`src/rtl/pipe_hazard_ctrl.sv`:
```
// rtl/pipe_hazard_ctrl.sv - hazard, forwarding, freeze and flush controller for a 5-stage pipeline
//
// Purpose: generates the enables/flushes of the PC and the four pipeline
// registers, the EX operand forwarding selects, and a multi-cycle freeze
// while a load sits in MEM for MEM_LAT-1 cycles.
// Optional feature macro: HAZ_PERF_CNT_EN (stall/flush performance counters).
//
// Ports:
//   clk, rst                      clock, asynchronous active-high reset
//   id_rs/id_rt/id_uses_*/id_jump ID-stage operands, qualifiers, jump flag
//   ex_rs/ex_rt/ex_dst/ex_valid/ex_memread   EX-stage instruction info
//   mem_dst/mem_valid/mem_regwrite/mem_memread/branch_taken  MEM-stage info
//   wb_dst/wb_regwrite            WB-stage writeback info
//   pc_en, *_en                   PC and pipeline-register load enables
//   if_id_flush, ex_mem_flush     pipeline-register clears
//   id_ex_bubble                  ID/EX loads a NOP
//   fwd_a, fwd_b                  EX operand mux selects (10=MEM, 01=WB, 00=RF)
//   stall_cnt, flush_cnt          performance counters (zero unless enabled)
module pipe_hazard_ctrl #(
    parameter int REG_AW        = 5,
    parameter int MEM_LAT       = 1,
    parameter int ZERO_REG_SKIP = 1,
    parameter int CNT_W         = 16
) (
    input  logic              clk,
    input  logic              rst,
    input  logic [REG_AW-1:0] id_rs,
    input  logic [REG_AW-1:0] id_rt,
    input  logic              id_uses_rs,
    input  logic              id_uses_rt,
    input  logic              id_jump,
    input  logic [REG_AW-1:0] ex_rs,
    input  logic [REG_AW-1:0] ex_rt,
    input  logic [REG_AW-1:0] ex_dst,
    input  logic              ex_valid,
    input  logic              ex_memread,
    input  logic [REG_AW-1:0] mem_dst,
    input  logic              mem_valid,
    input  logic              mem_regwrite,
    input  logic              mem_memread,
    input  logic              branch_taken,
    input  logic [REG_AW-1:0] wb_dst,
    input  logic              wb_regwrite,
    output logic              pc_en,
    output logic              if_id_en,
    output logic              if_id_flush,
    output logic              id_ex_en,
    output logic              id_ex_bubble,
    output logic              ex_mem_en,
    output logic              ex_mem_flush,
    output logic              mem_wb_en,
    output logic [1:0]        fwd_a,
    output logic [1:0]        fwd_b,
    output logic [CNT_W-1:0]  stall_cnt,
    output logic [CNT_W-1:0]  flush_cnt
);

    localparam bit ZSKIP   = (ZERO_REG_SKIP != 0);
    localparam bit LAT_GT1 = (MEM_LAT > 1);
    localparam bit LAT_GT2 = (MEM_LAT > 2);
    // WAIT covers freeze cycles 2..MEM_LAT-1; the first freeze cycle is spent in RUN.
    localparam logic [3:0] WAIT_LD = 4'((MEM_LAT > 2) ? (MEM_LAT - 2) : 0);

    typedef enum logic {ST_RUN, ST_WAIT} state_t;

    state_t     state_q, state_d;
    logic [3:0] cnt_q, cnt_d;
    logic       served_q, served_d;
    logic       lu_seen_q, lu_seen_d;

    logic mem_fwd_ok, wb_fwd_ok, ex_dst_ok;
    logic lu_raw, lu, frz_req, freeze, br;

    assign mem_fwd_ok = mem_regwrite && mem_valid && !(ZSKIP && mem_dst == '0);
    assign wb_fwd_ok  = wb_regwrite && !(ZSKIP && wb_dst == '0);
    assign ex_dst_ok  = !(ZSKIP && ex_dst == '0);

    assign lu_raw = ex_valid && ex_memread && ex_dst_ok &&
                    ((id_uses_rs && ex_dst == id_rs) || (id_uses_rt && ex_dst == id_rt));
    // The cycle after a load-use stall EX holds the bubble, so a still-visible
    // match is stale; masking it guarantees one bubble per hazard.
    assign lu      = lu_raw && !lu_seen_q;
    assign frz_req = LAT_GT1 && mem_valid && mem_memread && !served_q;
    assign freeze  = (state_q == ST_WAIT) || frz_req;
    assign br      = branch_taken && mem_valid;

    always_comb begin
        fwd_a = 2'b00;
        fwd_b = 2'b00;
        if (!rst) begin
            if (mem_fwd_ok && mem_dst == ex_rs)     fwd_a = 2'b10;
            else if (wb_fwd_ok && wb_dst == ex_rs)  fwd_a = 2'b01;
            if (mem_fwd_ok && mem_dst == ex_rt)     fwd_b = 2'b10;
            else if (wb_fwd_ok && wb_dst == ex_rt)  fwd_b = 2'b01;
        end
    end

    always_comb begin
        pc_en        = 1'b1;
        if_id_en     = 1'b1;
        id_ex_en     = 1'b1;
        ex_mem_en    = 1'b1;
        mem_wb_en    = 1'b1;
        if_id_flush  = 1'b0;
        id_ex_bubble = 1'b0;
        ex_mem_flush = 1'b0;
        if (rst) begin
            pc_en = 1'b1;
        end else if (freeze) begin
            pc_en     = 1'b0;
            if_id_en  = 1'b0;
            id_ex_en  = 1'b0;
            ex_mem_en = 1'b0;
            mem_wb_en = 1'b0;
        end else if (br) begin
            if_id_flush  = 1'b1;
            id_ex_bubble = 1'b1;
            ex_mem_flush = 1'b1;
        end else if (lu) begin
            pc_en        = 1'b0;
            if_id_en     = 1'b0;
            id_ex_bubble = 1'b1;
        end else if (id_jump) begin
            if_id_flush = 1'b1;
        end
    end

    always_comb begin
        state_d   = state_q;
        cnt_d     = cnt_q;
        served_d  = served_q;
        lu_seen_d = freeze ? lu_seen_q : (lu && !br);
        case (state_q)
            ST_RUN: begin
                if (frz_req) begin
                    if (LAT_GT2) begin
                        state_d = ST_WAIT;
                        cnt_d   = WAIT_LD;
                    end else begin
                        served_d = 1'b1;
                    end
                end else begin
                    // served only has to outlive the single release cycle
                    served_d = 1'b0;
                end
            end
            ST_WAIT: begin
                cnt_d = cnt_q - 4'd1;
                if (cnt_q == 4'd1) begin
                    state_d  = ST_RUN;
                    served_d = 1'b1;
                end
            end
            default: state_d = ST_RUN;
        endcase
    end

    always_ff @(posedge clk or posedge rst) begin
        if (rst) begin
            state_q   <= ST_RUN;
            cnt_q     <= 4'd0;
            served_q  <= 1'b0;
            lu_seen_q <= 1'b0;
        end else begin
            state_q   <= state_d;
            cnt_q     <= cnt_d;
            served_q  <= served_d;
            lu_seen_q <= lu_seen_d;
        end
    end

`ifdef HAZ_PERF_CNT_EN
    logic [CNT_W-1:0] stall_cnt_q, stall_cnt_d;
    logic [CNT_W-1:0] flush_cnt_q, flush_cnt_d;

    always_comb begin
        stall_cnt_d = stall_cnt_q;
        flush_cnt_d = flush_cnt_q;
        if (!pc_en && stall_cnt_q != '1)
            stall_cnt_d = stall_cnt_q + CNT_W'(1);
        if (br && !freeze && flush_cnt_q != '1)
            flush_cnt_d = flush_cnt_q + CNT_W'(1);
    end

    always_ff @(posedge clk or posedge rst) begin
        if (rst) begin
            stall_cnt_q <= '0;
            flush_cnt_q <= '0;
        end else begin
            stall_cnt_q <= stall_cnt_d;
            flush_cnt_q <= flush_cnt_d;
        end
    end

    assign stall_cnt = stall_cnt_q;
    assign flush_cnt = flush_cnt_q;
`else
    assign stall_cnt = '0;
    assign flush_cnt = '0;
`endif

endmodule

```
`config.mk`:
```
export PLATFORM = sky130hd
export DESIGN_NAME = pipe_hazard_ctrl
export DESIGN_NICKNAME = d
export VERILOG_FILES = /design/src/rtl/pipe_hazard_ctrl.sv
export SDC_FILE = /design/constraint.sdc
export NUM_CORES = 1
export LEC_CHECK = 0
export ABC_AREA = 1
export ABC_CLOCK_PERIOD_IN_PS = 1100
export BUFFER_PORTS_ARGS = -buffer_cell sky130_fd_sc_hd__clkbuf_2
export CAP_MARGIN = 40
export CORE_ASPECT_RATIO = 1.5
export CORE_MARGIN = 2
export CORE_UTILIZATION = 36
export CTS_CLUSTER_SIZE = 28
export DETAILED_ROUTE_END_ITERATION = 8
export GPL_ROUTABILITY_DRIVEN = 0
export GPL_TIMING_DRIVEN = 0
export PLACE_DENSITY = 0.78
export SLEW_MARGIN = 0
export SYNTH_ARGS = -nofsm -noshare
export SYNTH_HDL_FRONTEND = slang
export SYNTH_SLANG_ARGS = --single-unit
```
`constraint.sdc`:
```
create_clock -name clk -period 1.1 [get_ports clk]
set_clock_uncertainty 0.1 [all_clocks]
set_input_delay 0.11 -clock clk [delete_from_list [all_inputs] [get_ports clk]]
set_output_delay 0.11 -clock clk [all_outputs]
set_load 0.02 [all_outputs]
```
==> impl_metrics.json, run 1 <==
{
  "status": "complete, but fails checks",
  "failed_checks": "negative setup slack",
  "final_antenna_net_count": 0,
  "synth.top_cell.area_share_pct": 23.3,
  "antenna_found_initial": 0,
  "area_growth_pct": 80.1,
  "arrival_ns": 1.34,
  "cp_cell_sequence": "nor2_1 -> nand3_1 -> inv_2 -> buf_4 -> buf_4 -> a31oi_2 -> clkbuf_8",
  "slowest_delay_ns": 0.33,
  "worstHoldStart": "ex_valid",
  "yosys-top-cells-area": "buf_4 23%, nand2_1 14%, dfrtp_1 13%",
  "synth.distinct_cells": 22,
  "clock.fmax_mhz": 644,
  "hpwl_um": 2370,
  "hold_ws_ns": 0.164,
  "overflow": 0,
  "grt_pass1_wl_um": 5380,
  "clk_pin_slew_ns": 0.04,
  "io_pins": 91,
  "cts_root_buffer": "clkbuf_8",
  "clkLatencyLatePin_ns": 0.23,
  "cts_tree": "built",
  "rsz0062_at_grt": "yes",
  "timing.rr.start": "cnt_q[0]",
  "worstPathRequired_ns": 0.89,
  "vias": 1412,
  "drtIter0Drc": 24,
  "cp-startpoint": "lu_seen_q",
  "leakage_nw": 1.20,
  "core_um2": 2940,
  "cpMostUsedCell": "buf_4",
  "die_area_um2": 3610,
  "slew_violations": 0,
  "io_buffers": 57,
  "synth_seq_area_share_pct": 13.3,
  "routed_wl_um": 3710,
  "drive_gt1_share_pct": 49.7,
  "synthCells": 187,
  "synth_top_area_cell": "buf_4",
  "numPlacedInstances": 314,
  "cp_num_buf_inv": 4,
  "path_class": "register to output pin",
  "fill_cells": 233,
  "p_per_area_nw_per_um2": 595,
  "yosys_warnings": 0,
  "cts_max_level": 1,
  "track_usage_pct": 19.2,
  "syn_avg_cell_area_um2": 6.04,
  "route.detailed.drc": 0,
  "via_per_inst": 4.32,
  "fin_crit_sh_pct": 141,
  "grt_pass1_vias": 1292,
  "crit_fanout": 4,
  "die_w_um": 49.7,
  "worstSetupStartpointType": "register",
  "wire_per_inst_um": 11.3,
  "fin_crit_ns": 1.55,
  "hp-class": "input port to register",
  "n_antenna_cell": 0,
  "finalSetupViolations": 14,
  "firstDrtPassIters": 4,
  "crit_slowest_cell": "dfrtp_1",
  "cts-buffers-inserted": 3,
  "rows": 24,
  "fin_cells": 327,
  "cts_num_sinks": 6,
  "netlist_area_um2": 1130,
  "grt_max_degree": 7,
  "ys_ff_latch": 6,
  "endpoint_kind": "output pin",
  "peakVddDrop_mv": 0.906,
  "nNetsFinal": 339,
  "finalCoreUtilization_pct": 69.1,
  "die_h_um": 72.6,
  "fin_setup_tns_ns": -3.08,
  "worst_slack_ns": -0.452,
  "finalHoldViolCount": 0,
  "start_util_pct": 38.4,
  "critPathTopFamily": "buffers and inverters",
  "max-cap-violations": 0,
  "clockBufferDepth": 2
}
[worst paths after layout]
check / end / slack, ns / depth (start not counted)
min reg2reg: cnt_q[0] / 0.41 / 1
max reg2reg: cnt_q[1] / -0.07 / 3
max: if_id_flush / -0.45 / 7
min: lu_seen_q / 0.16 / 5
min in group asynchronous: cnt_q[2] / 0.40 / 4
max in group asynchronous: freeze / 0.16 / 5
[final cells by class]
type | instances | area, um2 | area share, %
sequential | 6 | 151 | 7.44
buffer | 35 | 267 | 13.1
inverter | 29 | 113 | 5.54
timing repair buffer | 68 | 534 | 26.3
multi-input combinational | 147 | 880 | 43.2
tap | 39 | 48.8 | 2.40
clock buffer | 3 | 41.3 | 2.03
[cell usage after synthesis, drive strengths merged]
| cell type | count |
|---|---|
| a21oi | 3 |
| a31oi | 2 |
| buf | 35 |
| clkbuf | 1 |
| conb | 1 |
| dfrtp | 6 |
| ha | 2 |
| inv | 29 |
| nand2 | 43 |
| nand3 | 9 |
| nand4 | 3 |
| nor2 | 22 |
| nor2b | 1 |
| nor3 | 4 |
| o21ai | 6 |
| xnor2 | 5 |
| xor2 | 15 |
[repair_timing]
action                                  4_1_cts  5_1_grt
endpoints found under the setup margin       12       16
pin swaps                                    13       18
hold buffers                                  2        0
endpoints found under the hold margin         6        0
buffers inserted                              5        4
resized for setup                            42       42
[layout by cell type (no fill, tap or decap), types with 2 or more instances in the layout]
cell type      count
nor2_2             6
buf_6              3
xor2_1            15
clkbuf_8          12
conb_1            32
o21ai_1            4
nor3_2             3
nand3_1            5
nand3_2            3
nand4_1            3
clkbuf_2          35
clkbuf_4           2
dfrtp_1            5
buf_4             45
a21oi_1            2
xnor2_2            4
dlygate4sd3_1      2
nand2_2            4
ha_1               2
inv_2              8
o21ai_0            2
nand2_1           38
nor2_1            14
buf_8              6
nor2_4             2
inv_1             20
[registers in the layout, summed over array words and instances, names as in the netlist]
name and count:
cnt_q 4, freeze 1, lu_seen_q 1
[per-stage QoR]
| step | area, um2 | power [mW] | worst slack (ns) |
|---|---|---|---|
| finish | 2030 | 1.21 | -0.452 |
| global route | 2030 | 1.26 | -0.535 |
| CTS | 1890 | 1.12 | -0.410 |
| detailed placement | 1600 | 0.714 | -0.305 |
| global placement | 1600 | 0.709 | -0.306 |
| floorplan | 1270 | 0.566 | -0.0893 |
[logic make-up (layout without fill, tap and decap cells)]
family | after synthesis | count (layout) | synth area share, %
and+or+nand+nor | 82 | 82 | 30.0
buffers and inverters | 65 | 135 | 33.2
xor gates and xnor gates | 20 | 20 | 15.5
AOI/OAI and AO/OA | 11 | 11 | 5.43
DFF | 6 | 6 | 13.3
adders and majority gates | 2 | 2 | 2.21
other | 1 | 32 | 0.332
[layer usage]
layer	track usage [%]	vias to the layer above	part of all wire (%)
met3	5.53	12	11
met5	0	-	0
met4	10.5	0	3.9
met2	37.2	87	51
met1	17.5	608	34
li1	-	705	-
[where the power goes]
group / internal [mW] / total, mW / switching [mW]
Clock: 0.237 / 0.351 / 0.114
Sequential: 0.222 / 0.223 / 0.000182
Combinational: 0.291 / 0.638 / 0.347
[tightest hold or removal path, delay by kind of cell]
family / cells / cell delay (ns)
and+or+nand+nor: 3 / 0.21
buffers and inverters: 2 / 0.14
(Power assumes the default switching activity.)
==> run 2: changes to the inputs <==
SETUP_SLACK_MARGIN = 0.1   (was default)
==> run 2 against run 1 <==
The flow still finishes with violations (negative setup slack). Combinational power rose by 2%. Sequential share of layout area shrank 0.59 points. Design area increased by 7.7%. Clock power decreased by 4%. Core utilization up 5.3 points. Die area unchanged.
==> impl_metrics.json, run 2 (synthesis results as in run 1) <==
{
  "status": "complete, but fails checks",
  "failed_checks": "negative setup slack",
  "worstPathRequired_ns": 0.89,
  "slew_violations": 0,
  "clkLatencyLatePin_ns": 0.23,
  "cts_tree": "built",
  "p_per_area_nw_per_um2": 553,
  "vias": 1451,
  "cts-buffers-inserted": 3,
  "die_area_um2": 3610,
  "fin_cells": 337,
  "arrival_ns": 1.30,
  "hold_ws_ns": 0.285,
  "grt_pass1_wl_um": 5340,
  "numPlacedInstances": 314,
  "clock.fmax_mhz": 660,
  "post-place-ws_ns": -0.287,
  "cpMostUsedCell": "nand2_2",
  "leakage_nw": 1.27,
  "critPathTopFamily": "flip-flops",
  "finalSetupViolations": 14,
  "area_growth_pct": 93.9,
  "max-cap-violations": 0,
  "core_um2": 2940,
  "hp-class": "input port to register",
  "finalHoldViolCount": 0,
  "grt_max_degree": 7,
  "rsz0062_at_grt": "yes",
  "timing.rr.start": "cnt_q[1]",
  "clk_pin_slew_ns": 0.04,
  "slowest_delay_ns": 0.38,
  "largest_reg_flops": 4,
  "comb_power_share_pct": 53.8,
  "clockBufferDepth": 2,
  "antenna_found_initial": 0,
  "die_h_um": 72.6,
  "most-common-layout-cells": "53 x buf_4, 37 x nand2_1, 32 x conb_1, 31 x clkbuf_2, 17 x inv_1",
  "hpwl_um": 2510,
  "drtIter0Drc": 19,
  "grt_pass1_vias": 1292,
  "overflow": 0,
  "fin_crit_ns": 1.51,
  "cp_num_buf_inv": 3,
  "path_class": "register to output pin",
  "cts_max_level": 1,
  "route.detailed.drc": 0,
  "mostFrequentLayoutCell": "buf_4",
  "cp_cell_sequence": "nor2_1 -> nand3_1 -> inv_2 -> nand3_2 -> nand2_2 -> nand2_2 -> buf_6 -> buf_8",
  "via_per_inst": 4.31,
  "worst_slack_ns": -0.415,
  "p_switching_uw": 445,
  "worstSetupStartpointType": "register",
  "crit_slowest_cell": "dfrtp_1",
  "cp-startpoint": "lu_seen_q",
  "firstDrtPassIters": 4,
  "worstHoldStart": "ex_valid",
  "cts_num_sinks": 6,
  "pwr-share-clk_pct": 27.9,
  "top_register": "cnt_q",
  "track_usage_pct": 19.0,
  "n_antenna_cell": 0,
  "io_pins": 91,
  "drive_gt1_share_pct": 54.0,
  "rows": 24,
  "fin_crit_sh_pct": 138,
  "final_antenna_net_count": 0,
  "peakVddDrop_mv": 0.488,
  "p_sw_share_pct": 36.7,
  "start_util_pct": 38.4,
  "die_w_um": 49.7,
  "routed_wl_um": 4030,
  "io_buffers": 57,
  "wire_per_inst_um": 12.0,
  "p_int_uw": 768,
  "nNetsFinal": 349,
  "sequentialPowerShare_pct": 18.4,
  "crit_fanout": 4,
  "endpoint_kind": "output pin",
  "cts_root_buffer": "clkbuf_8"
}
[run 2: worst paths after layout]
path	to	slack (ns)	depth (start not counted)
hold / removal	lu_seen_q	0.28	6
setup reg to reg	cnt_q[3]	-0.02	4
setup / recovery	pc_en	-0.41	8
max in group asynchronous	cnt_q[0]	0.26	5
hold reg to reg	lu_seen_q	0.40	2
min in group asynchronous	cnt_q[3]	0.39	4
[run 2: layout make-up]
| cell class | count | area (um2) |
|---|---|---|
| Clock buffer | 3 | 41.3 |
| Sequential cell | 6 | 150 |
| Inverter | 29 | 116 |
| Buffer | 36 | 282 |
| Fill cell | 212 | 752 |
| Tap cell | 39 | 48.8 |
| Timing Repair Buffer | 77 | 643 |
| Multi-Input combinational cell | 147 | 910 |
[run 2: metal layers]
| layer | up-vias | track usage, % | wire, um |
|---|---|---|---|
| met3 | 10 | 3.48 | 329 |
| met5 | - | 0 | 0 |
| met4 | 0 | 8.95 | 118 |
| li1 | 725 | - | - |
| met2 | 82 | 38.5 | 2240 |
| met1 | 634 | 17.7 | 1350 |
[run 2: metrics by stage]
| step | total power [mW] | TNS (ns) | util (%) | cell area, um2 |
|---|---|---|---|---|
| 2_1_floorplan | 0.567 | -0.230 | - | 1280 |
| 3_3_place_gp | 0.711 | -1.48 | 54.7 | 1610 |
| 3_5_place_dp | 0.717 | -1.65 | 54.7 | 1610 |
| 5_1_grt | 1.27 | -3.94 | 74.4 | 2190 |
| 6_report | 1.21 | -3.02 | 74.4 | 2190 |
| 4_1_cts | 1.11 | -2.92 | 65.9 | 1940 |
[run 2: worst reg2reg max path: cells and delay by family, from the launching register on]
family | cells | cell delay (ns)
XOR/XNOR | 1 | 0.17
flip-flops | 1 | 0.39
buffers and inverters | 2 | 0.23
AND/OR/NAND/NOR | 1 | 0.12
[run 2: power groups by stage]
stage	sequential (mW)	combinational, mW	clock (mW)
after floorplan	0.225	0.341	0
after global placement	0.225	0.486	0
after detailed placement	0.225	0.491	0
after CTS	0.223	0.549	0.341
after global routing	0.222	0.700	0.348
final	0.223	0.652	0.338
[run 2: what timing repair did]
| item | 4_1_cts | 5_1_grt |
|---|---|---|
| setup buffers | 9 | 8 |
| setup endpoints to repair | 16 | 18 |
| hold buffers | 3 | 0 |
| pin swaps | 9 | 28 |
| resized for setup | 48 | 67 |
| endpoints found under the hold margin | 6 | 0 |
==> run 3: changes to the inputs <==
CELL_PAD_IN_SITES_DETAIL_PLACEMENT = 2   (was default)
CELL_PAD_IN_SITES_GLOBAL_PLACEMENT = 2   (was default)
CORE_UTILIZATION = 16   (was 36)
PLACE_DENSITY = default   (was 0.78)
PLACE_DENSITY_LB_ADDON = 0.1   (was default)
==> run 3 against run 2 <==
The run still ends with negative setup slack left. Power fell by 3.2%. Worst hold slack worse by 0.19 ns. Cell count increased by 9.2%. Clock power is 4% lower. Critical path depth down 1. Critical endpoint is now if_id_flush. Largest cell class is now multi-input gates. Largest power group unchanged.
==> impl_metrics.json, run 3 (synthesis results as in run 1) <==
{
  "status": "complete, but fails checks",
  "failed_checks": "negative setup slack",
  "met1_length_um": 1370,
  "worst_slack_ns": -0.426,
  "placed_area_um2": 1660,
  "top_register": "cnt_q",
  "io_buffers": 57,
  "slew_violations": 0,
  "rsz0062_at_grt": "yes",
  "wire_per_inst_um": 11.6,
  "routed_wl_um": 4280,
  "power_mw": 1.17,
  "grt_max_degree": 7,
  "fin_crit_ns": 1.53,
  "hpwl_um": 3500,
  "finalHoldViolCount": 0,
  "overflow": 0,
  "cts_num_sinks": 6,
  "mostFrequentLayoutCell": "buf_4",
  "arrival_ns": 1.32,
  "core_um2": 6850,
  "io_pins": 91,
  "die_area_um2": 7760,
  "most-common-layout-cells": "43 x buf_4, 38 x nand2_1, 33 x clkbuf_2, 32 x conb_1, 17 x inv_1",
  "path_class": "register to output pin",
  "firstDrtPassIters": 3,
  "max-cap-violations": 0,
  "vias": 1394,
  "drive_gt1_share_pct": 51.7,
  "die_w_um": 72.6,
  "crit_fanout": 4,
  "cts_root_buffer": "clkbuf_8",
  "leakage_nw": 1.23,
  "n_antenna_cell": 0,
  "drtIter0Drc": 22,
  "wl_met2_um": 2600,
  "grt_pass1_vias": 1452,
  "worstSetupStartpointType": "register",
  "dr_wl_met3_um": 265,
  "cts-buffers-inserted": 3,
  "route.detailed.drc": 0,
  "antenna_found_initial": 0,
  "rows": 37,
  "p_per_area_nw_per_um2": 541,
  "nNetsFinal": 341,
  "clkLatencyLatePin_ns": 0.22,
  "start_util_pct": 16.5,
  "hp-class": "input port to async pin",
  "area_growth_pct": 92.1,
  "largest_reg_flops": 4,
  "top_layer_used": "met4",
  "track_usage_pct": 10.8,
  "clk_pin_slew_ns": 0.04,
  "clock.fmax_mhz": 655,
  "grt_pass1_wl_um": 6590,
  "cts_tree": "built",
  "final_area_um2": 2170,
  "clockBufferDepth": 2,
  "endpoint_kind": "output pin",
  "final_antenna_net_count": 0,
  "die_h_um": 107,
  "fin_crit_sh_pct": 139,
  "peakVddDrop_mv": 0.175,
  "finalSetupViolations": 14,
  "cts_max_level": 1,
  "worstPathRequired_ns": 0.89,
  "via_per_inst": 3.79
}
run 3: cell count changes in the layout (fill, tap and decap cells not counted), moves of 3 or more:
cell,change
o21ai_2,-3
o21ai_1,+3
nand2_2,-3
buf_4,-10
run 3: through the flow:
| stage | hold slack [ns] | utilization, % | setup slack, ns | setup TNS [ns] | instances |
|---|---|---|---|---|---|
| 2_1_floorplan | -0.208 | - | -0.0826 | -0.230 | 218 |
| 3_3_place_gp | 0.0189 | 24.2 | -0.377 | -2.40 | 353 |
| 3_5_place_dp | 0.0114 | 24.2 | -0.364 | -2.31 | 353 |
| 4_1_cts | 0.00926 | 29.4 | -0.433 | -2.96 | 365 |
| 5_1_grt | 0.118 | 31.7 | -0.534 | -3.92 | 368 |
| 6_report | 0.0938 | 31.7 | -0.426 | -2.84 | 368 |
run 3: power breakdown:
part / internal, mW / total [mW] / switching (mW)
registers: 0.222 / 0.223 / 0.000230
clock network: 0.235 / 0.325 / 0.0902
logic: 0.291 / 0.626 / 0.335
total: 0.748 / 1.17 / 0.425
run 3: cell type report:
type,count,area (um2)
plain buffers,36,289
clock buffers,3,41.3
inverters,29,115
repair buffers,69,574
multi-input cells,147,903
flip-flops and latches,6,150
well taps,78,97.6
fillers,856,4680
run 3: layer usage:
| metal | global-route usage, % | vias to the layer above |
|---|---|---|
| li1 | - | 701 |
| met1 | 11.4 | 636 |
| met2 | 21.4 | 55 |
| met3 | 1.03 | 2 |
| met4 | 3.17 | 0 |
| met5 | 0 | - |
run 3: final timing paths:
kind,slack [ns],cells after the start,start,to
min reg2reg,0.38,2,lu_seen_q,lu_seen_q
min,0.09,5,rst,cnt_q[3]
max in group asynchronous,0.24,5,rst,cnt_q[0]
max reg2reg,-0.12,5,freeze,cnt_q[3]
min in group clk,0.18,5,ex_valid,lu_seen_q
max,-0.43,7,lu_seen_q,if_id_flush
run 3: critical path, cell delays in order (launching register included):
cell and delay (ns):
dfrtp_1 0.34, nor2_1 0.05, nand3_1 0.07, inv_2 0.06, buf_4 0.13, buf_4 0.12, a31oi_2 0.16, clkbuf_8 0.17
run 3: what timing repair did:
action / 4_1_cts / 5_1_grt
hold buffers: 1 / 0
pin swaps: 13 / 22
buffers inserted: 8 / 5
endpoints found under the setup margin: 16 / 18
gates resized for setup: 58 / 46
gates cloned: 0 / 0
hold endpoints to repair: 2 / 0
